**src/rtl/mult8_seq4_ctrl.sv**
```systemverilog
// mult8_seq4_ctrl
//   Sequential 8x8 unsigned multiplier controller. It does no multiplying of
//   its own: it time-multiplexes an external combinational 4x4 multiplier over
//   four RUN cycles and accumulates the shifted partial products into a 16-bit
//   result.
//
// Ports
//   clk        rising-edge clock
//   rst        asynchronous, active-high reset
//   in_valid   operand pair offered
//   in_ready   block can accept a pair (IDLE only, decoded from state)
//   A, B       8-bit multiplicand / multiplier, latched on accept
//   mult_a/b   4-bit slices driven to the external 4x4 multiplier (0 outside RUN)
//   mult_p     8-bit combinational product from the external multiplier
//   out_valid  P holds a completed product
//   out_ready  consumer accepts P
//   P          16-bit product, held until out_ready is sampled high in DONE
//   err        sticky self-check failure flag
//
// Build option
//   MULT8_SEQ_SELFCHECK_EN  when defined, A*B is registered on accept and
//                           compared with the accumulated result on DONE
//                           entry; a difference sets err until reset. When
//                           undefined, err is tied to 0 and no 8x8 multiply
//                           is built.
//
// state | meaning
// IDLE  | waiting for an operand pair, in_ready=1
// RUN   | step 0..3 drives one slice pair and accumulates its partial product
// DONE  | out_valid=1, P stable until out_ready

module mult8_seq4_ctrl (
  input  logic        clk,
  input  logic        rst,
  input  logic        in_valid,
  output logic        in_ready,
  input  logic [7:0]  A,
  input  logic [7:0]  B,
  output logic [3:0]  mult_a,
  output logic [3:0]  mult_b,
  input  logic [7:0]  mult_p,
  output logic        out_valid,
  input  logic        out_ready,
  output logic [15:0] P,
  output logic        err
);

  typedef enum logic [1:0] {
    S_IDLE = 2'd0,
    S_RUN  = 2'd1,
    S_DONE = 2'd2
  } state_t;

  state_t      state_q, state_d;
  logic [1:0]  step_q, step_d;
  logic [15:0] acc_q, acc_d;
  logic [7:0]  a_q, a_d;
  logic [7:0]  b_q, b_d;
  logic [15:0] p_q, p_d;
  logic        out_valid_q, out_valid_d;

  logic        accept;
  logic        done_entry;
  logic [15:0] prod_ext;
  logic [15:0] addend;
  logic [15:0] acc_sum;

  always_ff @(posedge clk or posedge rst) begin
    if (rst) begin
      state_q     <= S_IDLE;
      step_q      <= 2'd0;
      acc_q       <= 16'h0000;
      a_q         <= 8'h00;
      b_q         <= 8'h00;
      p_q         <= 16'h0000;
      out_valid_q <= 1'b0;
    end else begin
      state_q     <= state_d;
      step_q      <= step_d;
      acc_q       <= acc_d;
      a_q         <= a_d;
      b_q         <= b_d;
      p_q         <= p_d;
      out_valid_q <= out_valid_d;
    end
  end

  // Slice selection and partial-product alignment. Steps 1 and 2 are the two
  // cross terms and share the same 4-bit weight.
  always_comb begin
    mult_a   = 4'h0;
    mult_b   = 4'h0;
    prod_ext = {8'h00, mult_p};
    addend   = 16'h0000;
    if (state_q == S_RUN) begin
      case (step_q)
        2'd0: begin
          mult_a = a_q[3:0];
          mult_b = b_q[3:0];
          addend = prod_ext;
        end
        2'd1: begin
          mult_a = a_q[3:0];
          mult_b = b_q[7:4];
          addend = prod_ext << 4;
        end
        2'd2: begin
          mult_a = a_q[7:4];
          mult_b = b_q[3:0];
          addend = prod_ext << 4;
        end
        default: begin
          mult_a = a_q[7:4];
          mult_b = b_q[7:4];
          addend = prod_ext << 8;
        end
      endcase
    end
    acc_sum = acc_q + addend;
  end

  always_comb begin
    state_d     = state_q;
    step_d      = step_q;
    acc_d       = acc_q;
    a_d         = a_q;
    b_d         = b_q;
    p_d         = p_q;
    out_valid_d = out_valid_q;
    done_entry  = 1'b0;

    in_ready = (state_q == S_IDLE);
    accept   = in_valid & in_ready;

    case (state_q)
      S_IDLE: begin
        if (accept) begin
          a_d     = A;
          b_d     = B;
          acc_d   = 16'h0000;
          step_d  = 2'd0;
          state_d = S_RUN;
        end
      end
      S_RUN: begin
        acc_d = acc_sum;
        if (step_q == 2'd3) begin
          state_d     = S_DONE;
          out_valid_d = 1'b1;
          p_d         = acc_sum;
          done_entry  = 1'b1;
        end else begin
          step_d = step_q + 2'd1;
        end
      end
      S_DONE: begin
        if (out_ready) begin
          state_d     = S_IDLE;
          out_valid_d = 1'b0;
        end
      end
      default: begin
        state_d     = S_IDLE;
        out_valid_d = 1'b0;
      end
    endcase
  end

  assign out_valid = out_valid_q;
  assign P         = p_q;

`ifdef MULT8_SEQ_SELFCHECK_EN
  logic [15:0] exp_q, exp_d;
  logic        err_q, err_d;

  always_ff @(posedge clk or posedge rst) begin
    if (rst) begin
      exp_q <= 16'h0000;
      err_q <= 1'b0;
    end else begin
      exp_q <= exp_d;
      err_q <= err_d;
    end
  end

  always_comb begin
    exp_d = exp_q;
    err_d = err_q;
    if (accept) begin
      exp_d = A * B;
    end
    if (done_entry && (acc_sum != exp_q)) begin
      err_d = 1'b1;
    end
  end

  assign err = err_q;
`else
  assign err = 1'b0;
`endif

endmodule

```
**config.mk**
```make
export PLATFORM = sky130hd
export DESIGN_NAME = mult8_seq4_ctrl
export DESIGN_NICKNAME = d
export VERILOG_FILES = /design/src/rtl/mult8_seq4_ctrl.sv
export SDC_FILE = /design/constraint.sdc
export NUM_CORES = 1
export LEC_CHECK = 0
export CAP_MARGIN = 20
export CORE_MARGIN = 2
export CORE_UTILIZATION = 35
export CTS_CLUSTER_DIAMETER = 80
export DETAILED_ROUTE_END_ITERATION = 16
export HOLD_SLACK_MARGIN = 0.15
export PLACE_DENSITY = 0.56
export SYNTH_ARGS = -nofsm -noshare
export SYNTH_HDL_FRONTEND = slang
export SYNTH_SLANG_ARGS = --single-unit
```
**constraint.sdc**
```tcl
create_clock -name clk -period 4.17 [get_ports clk]
set_clock_uncertainty 0.1 [all_clocks]
set_input_delay 0.417 -clock clk [delete_from_list [all_inputs] [get_ports clk]]
set_output_delay 0.417 -clock clk [all_outputs]
set_load 0.1 [all_outputs]
```
### After elaboration in Yosys (flattened, before gate mapping)

Cells that the tools add are included.

| storage, ports and cells | value |
|---|---|
| flip-flop bits (word level) | 53 |
| bits of input ports | 28 |
| output and inout port bits | 27 |
| logic and storage cells | 50 |

| operators by class | value |
|---|---|
| add/subtract/negate cells | 2 |
| equal/unequal tests | 9 |
| multiplexer cells | 18 |
| bitwise operators | 2 |
| reduce and logical (&&, ||, !) cells | 12 |

Operators by type and width:

| operator | count |
|---|---|
| $pmux W16 S2 | 2 |
| $mux W16 | 2 |
| $add A16 B16 Y16 | 1 |
| $mux W4 | 4 |
| $mux W2 | 5 |
| $reduce_and A3 Y1 | 3 |
| $eq A2 B2 Y1 const B | 3 |
| $pmux W2 S3 | 1 |
| $reduce_and A2 Y1 | 3 |
| $reduce_or A2 Y1 | 3 |
| $eq A2 B1 Y1 const B | 2 |
| $logic_not A2 Y1 | 2 |
| $ne A2 B1 Y1 const B | 2 |
| $ne A2 B2 Y1 const B | 2 |
| $pmux W2 S2 | 1 |
| $pmux W1 S3 | 1 |
| $add A2 B1 Y2 const B | 1 |
| $mux W1 | 2 |
| $reduce_bool A2 Y1 | 1 |
| $and A1 B1 Y1 | 1 |
| $not A1 Y1 | 1 |

### Logic depth before layout (Yosys ltp)

Gate-level depths: netlist of run 1.

| logic depth | value |
|---|---|
| word-level depth | 6 |
| gate-level depth with buffers | 14 |
| depth with buffers taken out | 12 |

### Least setup slack after synthesis of run 1

OpenSTA, ideal clock, no wires.

| timing path | value |
|---|---|
| kind | reg-to-output |
| from | register step_q[0] |
| to | output mult_a[1] |
| arrival time | 2.685 ns |
| required time | 3.653 ns |
| setup slack | 0.968 ns |
| cell stages (with the launch flop) | 7 |
| buffers on the path | 2 |
| cells stage by stage | dfrtp_1 > inv_1 > ha_1 > clkbuf_1 > clkbuf_1 > o21ai_0 > a21oi_1 |

| between the ends | value |
|---|---|
| word-level cells in the longest chain between the ends | 4 |
| elaborated cells between the ends (all ways) | 5 |
| classes of those cells | eq/ne (1); mux (2); reduce/logical (2) |

RTL lines:

| element | line | RTL |
|---|---|---|
| from (decl) | 55 | `logic [1:0] step_q, step_d;` |
| from (signal assigned) | 79 | `step_q <= step_d;` |
| $eq A2 B1 Y1 / $logic_not A2 Y1 (equally long branches) | 96 | `case (step_q)` |
| $reduce_or A2 Y1 (no line) * | - |  |
| $mux W4 * | 96 |  |
| $mux W4 * | 95 | `if (state_q == S_RUN) begin` |
| to (decl) | 39 | `output logic [3:0] mult_a,` |

Every way passes the cells marked *; elsewhere a longest branch is shown, timed or not.

### Worst setup path in the final report of run 1

| timing path | value |
|---|---|
| from | register step_q[0] |
| to | register acc_q[12] |

| between the ends | value |
|---|---|
| word-level cells in the longest chain between the ends | 6 |
| elaborated cells between the ends (all ways) | 8 |
| classes of those cells | add/sub (1); eq/ne (2); mux (3); reduce/logical (2) |

RTL lines:

| element | line | RTL |
|---|---|---|
| $eq A2 B2 Y1 / $eq A2 B1 Y1 (equally long branches) | 96 |  |
| $reduce_or A2 Y1 (no line) | - |  |
| $pmux W16 S2 * | 96 |  |
| $mux W16 * | 95 |  |
| $add A16 B16 Y16 * | 119 | `acc_sum = acc_q + addend;` |
| $pmux W16 S2 * | 135 | `case (state_q)` |
| to (signal assigned) | 72 | `acc_q <= 16'h0000;` |
| to (signal assigned) | 80 | `acc_q <= acc_d;` |
| to (decl) | 56 | `logic [15:0] acc_q, acc_d;` |

Marks and branches as above.
A chain may end at the register's enable or synchronous reset.

==> results.txt, run 1 <==
The area growth from synthesis to layout is 22.5%. After synthesis, the cell types taking the most area are sky130_fd_sc_hd__dfrtp_1 (41%), sky130_fd_sc_hd__nand2_1 (11%), sky130_fd_sc_hd__ha_1 (7.3%), sky130_fd_sc_hd__o21ai_0 (5.2%), sky130_fd_sc_hd__a21oi_1 (3.4%). Setup TNS after final layout: 0 ps. The clock tree synthesis step divided the H-tree into 2 levels.

Once the floorplan was initialized, standard cells occupied 35.6% of the core. The logs give 0 for the final hold violation count and 0 for the remaining antenna violation count. Total of buffers placed on input and output ports: 53. Total detailed-routing wirelength: 8.40 mm.

sky130_fd_sc_hd__nand2_1 is the most common cell in the netlist. The post-synth design cell area is 0.00324 mm2, and the floorplan core area is 0.00911 mm2. Setup slack of the worst register-to-register path: 800 ps. Using the TritonRoute via totals, the vias-per-cell ratio works out to 5.14. Setup violations remaining at the end of the flow were counted as 0.

In the routed design, unresolved DRC markers number 0. By count the netlist is led by sky130_fd_sc_hd__nand2_1 (96), sky130_fd_sc_hd__dfrtp_1 (53), sky130_fd_sc_hd__o21ai_0 (34). Measured along the y axis, the die boundary spans 100 um. For the total number of yosys warnings, the log shows 0. The run gives 2818 as the routed via count. Summed over its instances, the top area cell type makes up 40.9% of the synthesized netlist area. The footprint of the flip-flops and latches is 0.00133 mm2. The type of the setup path with the least slack is flop to flop. The tools report the total half-perimeter wirelength after legalization and detailed placement as 6.13 mm. Setup repair after global routing left no endpoint under its margin. The detailed router finished its first iteration with 185 violations. The detailed-router iteration count before antenna repair is 4.

The start of the worst register-to-register path is step_q[0]$_DFFE_PP0P_. The initial antenna violation count came out at 0. The part of the Yosys area used for sequential elements was 40.9%; the post-CTS resize count was 0. The number of hold buffers added after cts was 0. The tree built by TritonCTS fans out to 53 sinks.

The tools report the endpoint arrival time on the critical path as 3470 ps. The run finished with clean final reports. For the count of final max-slew check failures, the log shows 0.

The post-synthesis instance total is 394, and the wire length of the first global-routing pass is 13.9 mm. The largest individual stage delay along the critical path comes from the cell sky130_fd_sc_hd__dfrtp_1. The critical-path maximum fanout is 11. For the aggregate global-route resource usage, the log shows 17.5%. The tools report the clock latency reported for the late side of the worst-skew pair as 320 ps. The biggest cell delay along the critical path is 420 ps. Dividing the detail-routed wire length by the instance count gives 15.3 um. The worst hold slack after final layout came out at 380 ps. In the global route stage, met1 resource usage came out at 24.9%. The worst setup path is launched from a flop.

Based on the critical path, the design can be clocked at up to 296 MHz. The top-level I/O count was 55; the horizontal extent of the die was 100 um. The number of library cell types mapped by synthesis is 52. The clock-pin slew on the worst setup and hold paths came out at 110 ps.

Setup slack closes at 796 ps. The number of nets handed over by synthesis was 442. STA classifies the critical path endpoint as a flop. In this design, the critical path's most frequently occurring cell is sky130_fd_sc_hd__ha_1. In this run the post-CTS setup repair buffer count came out at 0.

Master cell of the clock root buffer: sky130_fd_sc_hd__clkbuf_8. The worst register-to-register path ends at acc_q[12]$_DFFE_PP0P_. The floorplan step defined a die boundary enclosing 0.0101 mm2.

The worst hold path belongs to the class flop to flop. Antenna diode count: 0. Walking the worst path, the cells encountered are ha_1 -> nor2_1 -> and3_1 -> ha_1 -> fa_1 -> a21oi_1 -> o21ai_1 -> a21oi_2 -> o21ai_2 -> and4_1 -> or3_1.

For the pin with the worst max-slew slack, the measured transition is 978 ps. Of the available clock period, the critical path in the final layout requires 80.9%. For the worst setup path, the data required time is 4270 ps.

In the final layout, the share of cells above drive strength 1 is 7.78%. The hold path depth was 2; the count of filler cells inserted in the layout was 926. The number of buffers on the longest clock path came out at 2. The tool flagged a number of max-cap violations equal to 0.

The mean area per synthesized cell was 8.23 um2. Summed over all instances, the cell type with the most area after synthesis is sky130_fd_sc_hd__dfrtp_1. For hold timing, the worst endpoint is a_q[1]$_DFFE_PP0P_.

The count of flip-flops with a built-in enable after synthesis was 0; the tightest slew margin relative to the limit was 34.6%. The busiest layer in global routing is met2. Entering global routing, the biggest net connects 46 pins.

Prior to clock tree synthesis, the placed netlist has a worst setup slack of 824 ps. The logs give 0.00177 mm2 for the area of the multi-input gates and 3.13% for the global-route met3 utilization. The startpoint identified for the worst hold timing path is a_q[1]$_DFFE_PP0P_. The most instantiated flip-flop cell in the synthesis netlist was sky130_fd_sc_hd__dfrtp_1. Leftover overflow at the end of global routing: 0. TritonCTS created 5 clock buffers. The net count of the finished layout is 484. For this run, asynchronously set or reset flops after synthesis account for 100%.

Count of state elements after synthesis: 53. TritonCTS built the clock tree. The number of global-route vias before repair was 2693. The floorplan has 35 rows. Routability-driven placement finished with a final weighted congestion of 0.869. Global routing used 28.2% of the available met2 tracks. The minimum clock period after layout came out at 3370 ps. The worst register-to-register path has a depth of 11.
==> worst max-delay path by stage <==
stage,from,end,slack [ps],cells past startpoint
finish,step_q[0]$_DFFE_PP0P_,acc_q[12]$_DFFE_PP0P_,800,11
global route,step_q[0]$_DFFE_PP0P_,P[15]$_DFFE_PP0P_,520,12
CTS,step_q[0]$_DFFE_PP0P_,P[14]$_DFFE_PP0P_,800,12
detailed placement,step_q[0]$_DFFE_PP0P_,P[14]$_DFFE_PP0P_,820,12
global placement,step_q[0]$_DFFE_PP0P_,P[14]$_DFFE_PP0P_,930,12
floorplan,step_q[0]$_DFFE_PP0P_,mult_a[1],970,6
==> kinds of logic (layout without fill, tap and decap cells) <==
group	after synthesis	after routing	share of synthesized area (%)
mux	4	4	1.23
flops	53	53	40.9
fa+ha+maj	20	20	7.95
other cells	1	1	0.116
compound gates	94	94	18.3
xor+xnor	11	11	2.97
simple gates	174	174	23.9
buf+inv	37	80	4.63
==> placed cells by master (no fill, tap or decap), types with 2 or more instances in the layout <==
| cell type | instances |
|---|---|
| sky130_fd_sc_hd__a21oi_1 | 22 |
| sky130_fd_sc_hd__a21oi_2 | 2 |
| sky130_fd_sc_hd__a22oi_1 | 4 |
| sky130_fd_sc_hd__a31oi_1 | 5 |
| sky130_fd_sc_hd__and3_1 | 11 |
| sky130_fd_sc_hd__buf_4 | 12 |
| sky130_fd_sc_hd__clkbuf_8 | 5 |
| sky130_fd_sc_hd__clkdlybuf4s50_1 | 45 |
| sky130_fd_sc_hd__dfrtp_1 | 53 |
| sky130_fd_sc_hd__ha_1 | 19 |
| sky130_fd_sc_hd__inv_1 | 13 |
| sky130_fd_sc_hd__mux2i_1 | 4 |
| sky130_fd_sc_hd__nand2_1 | 96 |
| sky130_fd_sc_hd__nand2b_1 | 3 |
| sky130_fd_sc_hd__nand3_1 | 21 |
| sky130_fd_sc_hd__nor2_1 | 22 |
| sky130_fd_sc_hd__nor3_1 | 4 |
| sky130_fd_sc_hd__nor3b_1 | 2 |
| sky130_fd_sc_hd__nor4_1 | 2 |
| sky130_fd_sc_hd__o21a_1 | 2 |
| sky130_fd_sc_hd__o21ai_0 | 34 |
| sky130_fd_sc_hd__o21ai_1 | 8 |
| sky130_fd_sc_hd__o21ai_2 | 2 |
| sky130_fd_sc_hd__o21bai_1 | 2 |
| sky130_fd_sc_hd__o311ai_0 | 2 |
| sky130_fd_sc_hd__or3_1 | 3 |
| sky130_fd_sc_hd__xnor2_1 | 9 |
| sky130_fd_sc_hd__xor2_1 | 2 |
==> worst max-delay path: cells and delay by family, from the launching register on <==
family	cells	cell delay [ps]
compound gates	4	780
fa+ha+maj	3	1030
flops	1	420
simple gates	4	930
==> area by class of cell <==
cell class / instances / share of cell area (%)
clock buffer: 5 / 1.73
clock inverter: 3 / 1.26
inverter: 14 / 1.32
multi-input combinational: 304 / 44.5
sequential: 53 / 33.4
tap: 111 / 3.50
timing repair buffer: 58 / 14.3
==> through the flow <==
stage,utilization (%),cell area [um2],cells
after CTS,43.3,3940,547
final,43.6,3970,548
after global routing,43.6,3970,548
after floorplan,-,3240,394
after global placement,42.0,3820,539
after detailed placement,42.0,3820,539
==> routing by layer <==
layer	up-vias	wire (um)
li1	1431	-
met1	1326	4080
met2	57	3930
met3	4	327
met4	0	68
met5	-	0
==> sequential cells by signal, indices dropped and copies added (netlist names) <==
name	cells
out_valid	1
acc_q	16
step_q	2
a_q	8
b_q	8
state_q	2
P	16
Power of run 1 is not shown: default switching activity piles up to over one toggle a cycle in this logic, so the estimate is an artifact.
==> run 2, diff against run 1 <==
clock period = 3.5 ns   (was 4.17 ns; I/O delays follow)
==> results.txt, run 2 (synthesized netlist as in run 1, its figures left out) <==
The flow ran to the end, and the final reports show no timing, DRC or antenna violations. CTS built an H-tree with a depth of 2. For the endpoint arrival time on the critical path, the log shows 3370 ps. Detailed-router iteration count before antenna repair: 6. The tightest slew margin relative to the limit is 33.8%.

TritonCTS built the clock tree. Effective utilization at floorplan: 35.6%. The clock reaches the later pin of the worst-skew pair after 320 ps.

After detailed routing, the number of remaining DRC violations is 0. The run gives 0 as the antenna diode count. Setup violations remaining at the end of the flow were counted as 0. The number of global-route vias before repair was 2798; the number of violations reported at the end of detailed-routing iteration 0 was 111.

Wire length of the first global-routing pass: 13.9 mm. The final routed wire length divided by cell count was 14.7 um. In this run, placement finished with an instance count of 542.

The die height is 100 um, and the final hold violation count is 0. After layout, the worst path uses 93.5% of the clock period. Signed area change from the synthesized netlist to the final layout: 22.8%.

Excluding fillers, the count of instances in the completed layout stands at 550. Dividing the detail-routed via count by the number of cells gives 5.13. The kind of end point of the critical path is a flop. For the final routed database, the setup TNS stands at 0 ps. The maximum number of pins on one net before global-route repair was 46. Across every metal layer, demand over resource in global routing totals 17.2%. The horizontal extent of the die works out to 100 um. The logs give 8.08 mm for the total detailed-routing wirelength and 305 MHz for the upper clock frequency limit. The number of buffers and inverters on the critical path came out at 1.

The cell family contributing the most delay on the critical path is adder cells. For this design, the CTS-stage hold fixing added 0 buffers. The tool flagged a number of max-cap violations equal to 0. For the worst setup path, the data required time is 3590 ps. The top-level I/O count is 55. Slowest stage cell on the critical path: sky130_fd_sc_hd__ha_2.

The total of buffers placed on input and output ports was 53. STA classifies the critical path startpoint as a flop. Setup repair after global routing left no endpoint under its margin. The share of final-layout standard cells stronger than drive strength 1 works out to 9.57%. At the end of the flow, the number of nets in the layout was 486. The run gives 0 as the count of final max-slew check failures. The worst setup path is of the flop to flop kind. The biggest cell delay along the critical path was 440 ps; the floorplan core area was 0.00911 mm2.

The die covers 0.0101 mm2. In this run the clock root is driven by a sky130_fd_sc_hd__clkbuf_8. Of all nets on the critical path, the largest fanout is 9.

Counting every sink on the clock net gives 53. The routed layout has 2822 vias. After legalization and detailed placement, the total HPWL measured 6.06 mm.

The min-delay analysis places its worst path in the category primary input to async pin. The critical path goes through inv_1 -> ha_1 -> and3_1 -> a21oi_1 -> nor2_1 -> ha_2 -> nand4_2 -> or2_0 -> a311o_1 -> o311ai_2 -> xnor2_1 -> o21ai_1. After clock tree synthesis, the clock-pin slew on the worst setup and hold paths is 100 ps. For the finished layout, the period the worst path requires is 3270 ps.

The total overflow left after global routing is 0. After floorplanning, the core was divided into 35 placement rows. Leaving out fill and tap cells, the most frequent cells in the layout are sky130_fd_sc_hd__nand2_1 (96), sky130_fd_sc_hd__dfrtp_1 (53), sky130_fd_sc_hd__clkdlybuf4s50_1 (44), sky130_fd_sc_hd__o21ai_0 (34). Buffers inserted during clock tree synthesis total 5. Initial antenna violation count: 0. The weighted congestion reported at the end of routability-driven placement was 0.838. No sink is reached through more buffers than the 2 on the longest clock path.

The library cell used most frequently in the layout, excluding fill and tap cells, is sky130_fd_sc_hd__nand2_1. The pin slew with the least headroom to its limit was 990 ps; the remaining antenna violation count was 0.
[run 2: layer usage]
layer | share of wire (%) | vias to the layer above | GRT usage [%]
li1 | - | 1441 | -
met1 | 50 | 1327 | 24.9
met2 | 46 | 47 | 27.5
met3 | 3.0 | 7 | 2.44
met5 | 0 | - | 0
met4 | 1.0 | 0 | 3.79
[run 2: path summary, 6_finish.rpt]
kind	startpoint	to	slack, ps	cells after the start
worst max-delay path	step_q[0]$_DFFE_PP0P_	acc_q[14]$_DFFE_PP0P_	230	12
worst max register to register	step_q[0]$_DFFE_PP0P_	acc_q[14]$_DFFE_PP0P_	230	12
max in group asynchronous	rst	acc_q[5]$_DFFE_PP0P_	2270	3
worst min register to register	P[1]$_DFFE_PP0P_	P[1]$_DFFE_PP0P_	380	2
min in group clk	P[1]$_DFFE_PP0P_	P[1]$_DFFE_PP0P_	380	2
worst min-delay path	rst	b_q[3]$_DFFE_PP0P_	220	2
[run 2: metrics by stage]
step                      hold WS (ps)  util, %  area (um2)  worst slack (ps)
after floorplan                    339        -        3240               365
after global placement             355     42.2        3840               312
after detailed placement           361     42.2        3840               207
after CTS                          233     43.5        3970               148
after global routing               253     43.7        3980              13.3
final                              219     43.7        3980               226
[run 2: layout make-up]
type                    count  area [um2]
well taps                 111         139
multi-input cells         304        1780
clock inverters             2        37.5
clock buffers               6        82.6
flip-flops and latches     53        1330
repair buffers             60         561
fillers                   950        5130
inverters                  14        52.6
[run 2: what timing repair did]
action	4_1_cts	5_1_grt
setup buffers	0	0
endpoints found under the setup margin	0	4
gates resized for setup	0	5
hold endpoints to repair	0	0
Power of run 2 is left out for the same reason.
==> run 3, diff against run 2 <==
CORE_MARGIN = 5   (was 2)
SKIP_CTS_REPAIR_TIMING = 1   (was default)
==> results.txt, run 3 (synthesized netlist as in run 1, its figures left out) <==
The run finished with clean final reports. Of the cells placed in the final design, the portion with a size suffix greater than 1 is 9.55%. The tree is rooted in a sky130_fd_sc_hd__clkbuf_8. The first global-routing pass estimated 13.7 mm of wire. TritonCTS built the clock tree. In the layout the commonest cells are sky130_fd_sc_hd__nand2_1 (96), sky130_fd_sc_hd__dfrtp_1 (53), sky130_fd_sc_hd__clkdlybuf4s50_1 (44), sky130_fd_sc_hd__o21ai_0 (34).

The logs give 8.16 mm for the total detailed-routing wirelength and 0 for the final hold violation count. H-tree depth reported by CTS: 2. In this run the most used layer during global routing was met2.

Initial antenna violation count: 0. The final period utilization is 93.4%, and the clock-pin slew on the worst setup and hold paths is 110 ps. Global routing consumed, on the met2 layer, 24.7% of the routing resources. For this design, the sink count on the clock tree is 53. Setup repair after global routing left no endpoint under its margin. For the final setup violation count, the log shows 0. For this design, the slowest cell found on the critical path is sky130_fd_sc_hd__ha_1. In the final routed layout, each cell accounts on average for 14.8 um.

The tools report the fraction of met1 tracks used by global routing as 20.5%. The clock latency reported for the late side of the worst-skew pair is 320 ps, and the top-level I/O count is 55. The max-cap check violation count is 0, and the minimum clock period after layout is 3270 ps.

In this design, the stage delay of the slowest critical-path cell is 440 ps. The tools report the worst setup timing slack at the placement stage as 222 ps. Type of the setup path with the least slack: flop to flop. The critical path startpoint category was a flop. The die is 106 um tall. The die covers 0.0113 mm2.

After detailed routing, the number of vias per cell comes to 5.16. The logs give 15.1% for the aggregate global-route resource usage and 5 for the CTS buffer count. Traced cell by cell, the critical path runs through inv_1 -> ha_1 -> and3_1 -> a21oi_1 -> nor2_1 -> ha_1 -> nand4_2 -> or2_0 -> a311o_1 -> o311ai_2 -> xnor2_1 -> o21ai_1. The logs give 332 ps for the worst hold slack after final layout and 306 MHz for the upper clock frequency limit. The signed area change from the synthesized netlist to the final layout works out to 22.1%. The worst setup margin was 233 ps; the total of buffers placed on input and output ports was 53. Type of the most critical hold path: primary input to async pin.

The finished layout holds 551 standard cells, fillers aside. The pin slew with the least headroom to its limit came out at 977 ps. The tools report the global-route met3 utilization as 2.73%. The critical-path maximum fanout was 9; the tightest slew margin relative to the limit was 34.6%. Before antenna repair, the detailed router went through 4 iterations. The leftover overflow at the end of global routing is 0, and the antenna diode count is 0.

The die is 106 um wide. The library cell used most frequently in the layout, excluding fill and tap cells, is sky130_fd_sc_hd__nand2_1. Number of global-route vias before repair: 2815. For the total half-perimeter wirelength after legalization and detailed placement, the log shows 6.28 mm. For the number of violations reported at the end of detailed-routing iteration 0, the log shows 149.

The net count of the finished layout is 487. The run gives 3350 ps as the endpoint arrival time on the critical path. Entering global routing, the biggest net connects 46 pins.

STA classifies the critical path endpoint as a flop. After detailed placement, the design holds a cell count of 543. At the end of routability-driven placement, the weighted congestion stood at 0.874.

The worst register-to-register path has a setup slack of 230 ps. Across all layers, the routed design uses 2845 vias. After routing, the total negative slack on setup checks comes to 0 ps. The floorplan step defined a core boundary enclosing 0.00915 mm2. The cell that appears most often on the critical path is sky130_fd_sc_hd__ha_1. The number of buffers on the longest clock path was 2; the critical path required time was 3590 ps. Count of final max-slew check failures: 0. The number of standard-cell rows in the floorplan was 35; the residual DRC count was 0.

Effective utilization at floorplan: 35.4%. The tools report the remaining antenna violation count as 0.
## run 3: metal layers
| metal | routed length (um) | vias up |
|---|---|---|
| met3 | 344 | 7 |
| met5 | 0 | - |
| met2 | 3960 | 44 |
| met1 | 3780 | 1359 |
| li1 | - | 1435 |
| met4 | 80 | 0 |
## run 3: worst paths after layout
kind,startpoint,endpoint,cells after the start
min in group clk,P[1]$_DFFE_PP0P_,P[1]$_DFFE_PP0P_,2
min,rst,b_q[6]$_DFFE_PP0P_,2
min reg2reg,P[1]$_DFFE_PP0P_,P[1]$_DFFE_PP0P_,2
max in group asynchronous,rst,acc_q[12]$_DFFE_PP0P_,3
max reg2reg,step_q[0]$_DFFE_PP0P_,acc_q[14]$_DFFE_PP0P_,12
max,step_q[0]$_DFFE_PP0P_,acc_q[14]$_DFFE_PP0P_,12
## run 3: worst max-delay path, delay by kind of cell (launching register included)
family | cells | cell delay [ps]
compound gates | 4 | 720
simple gates | 4 | 760
xor+xnor | 1 | 200
fa+ha+maj | 2 | 840
buf+inv | 1 | 90
flops | 1 | 430
## run 3: layout make-up
cell class                 count  area, um2
clock buffer                   5       68.8
clock inverter                 3       25.0
fill                         921       5190
inverter                      14       52.6
multi-input combinational    304       1780
sequential                    53       1330
tap                          111        139
timing repair buffer          61        568
## run 3: metrics by stage
step	cell area (um2)	utilization, %
finish	3960	43.3
CTS	3950	43.1
floorplan	3240	-
global placement	3850	42.1
detailed placement	3850	42.1
global route	3960	43.3
Power of run 3 is left out for the same reason.
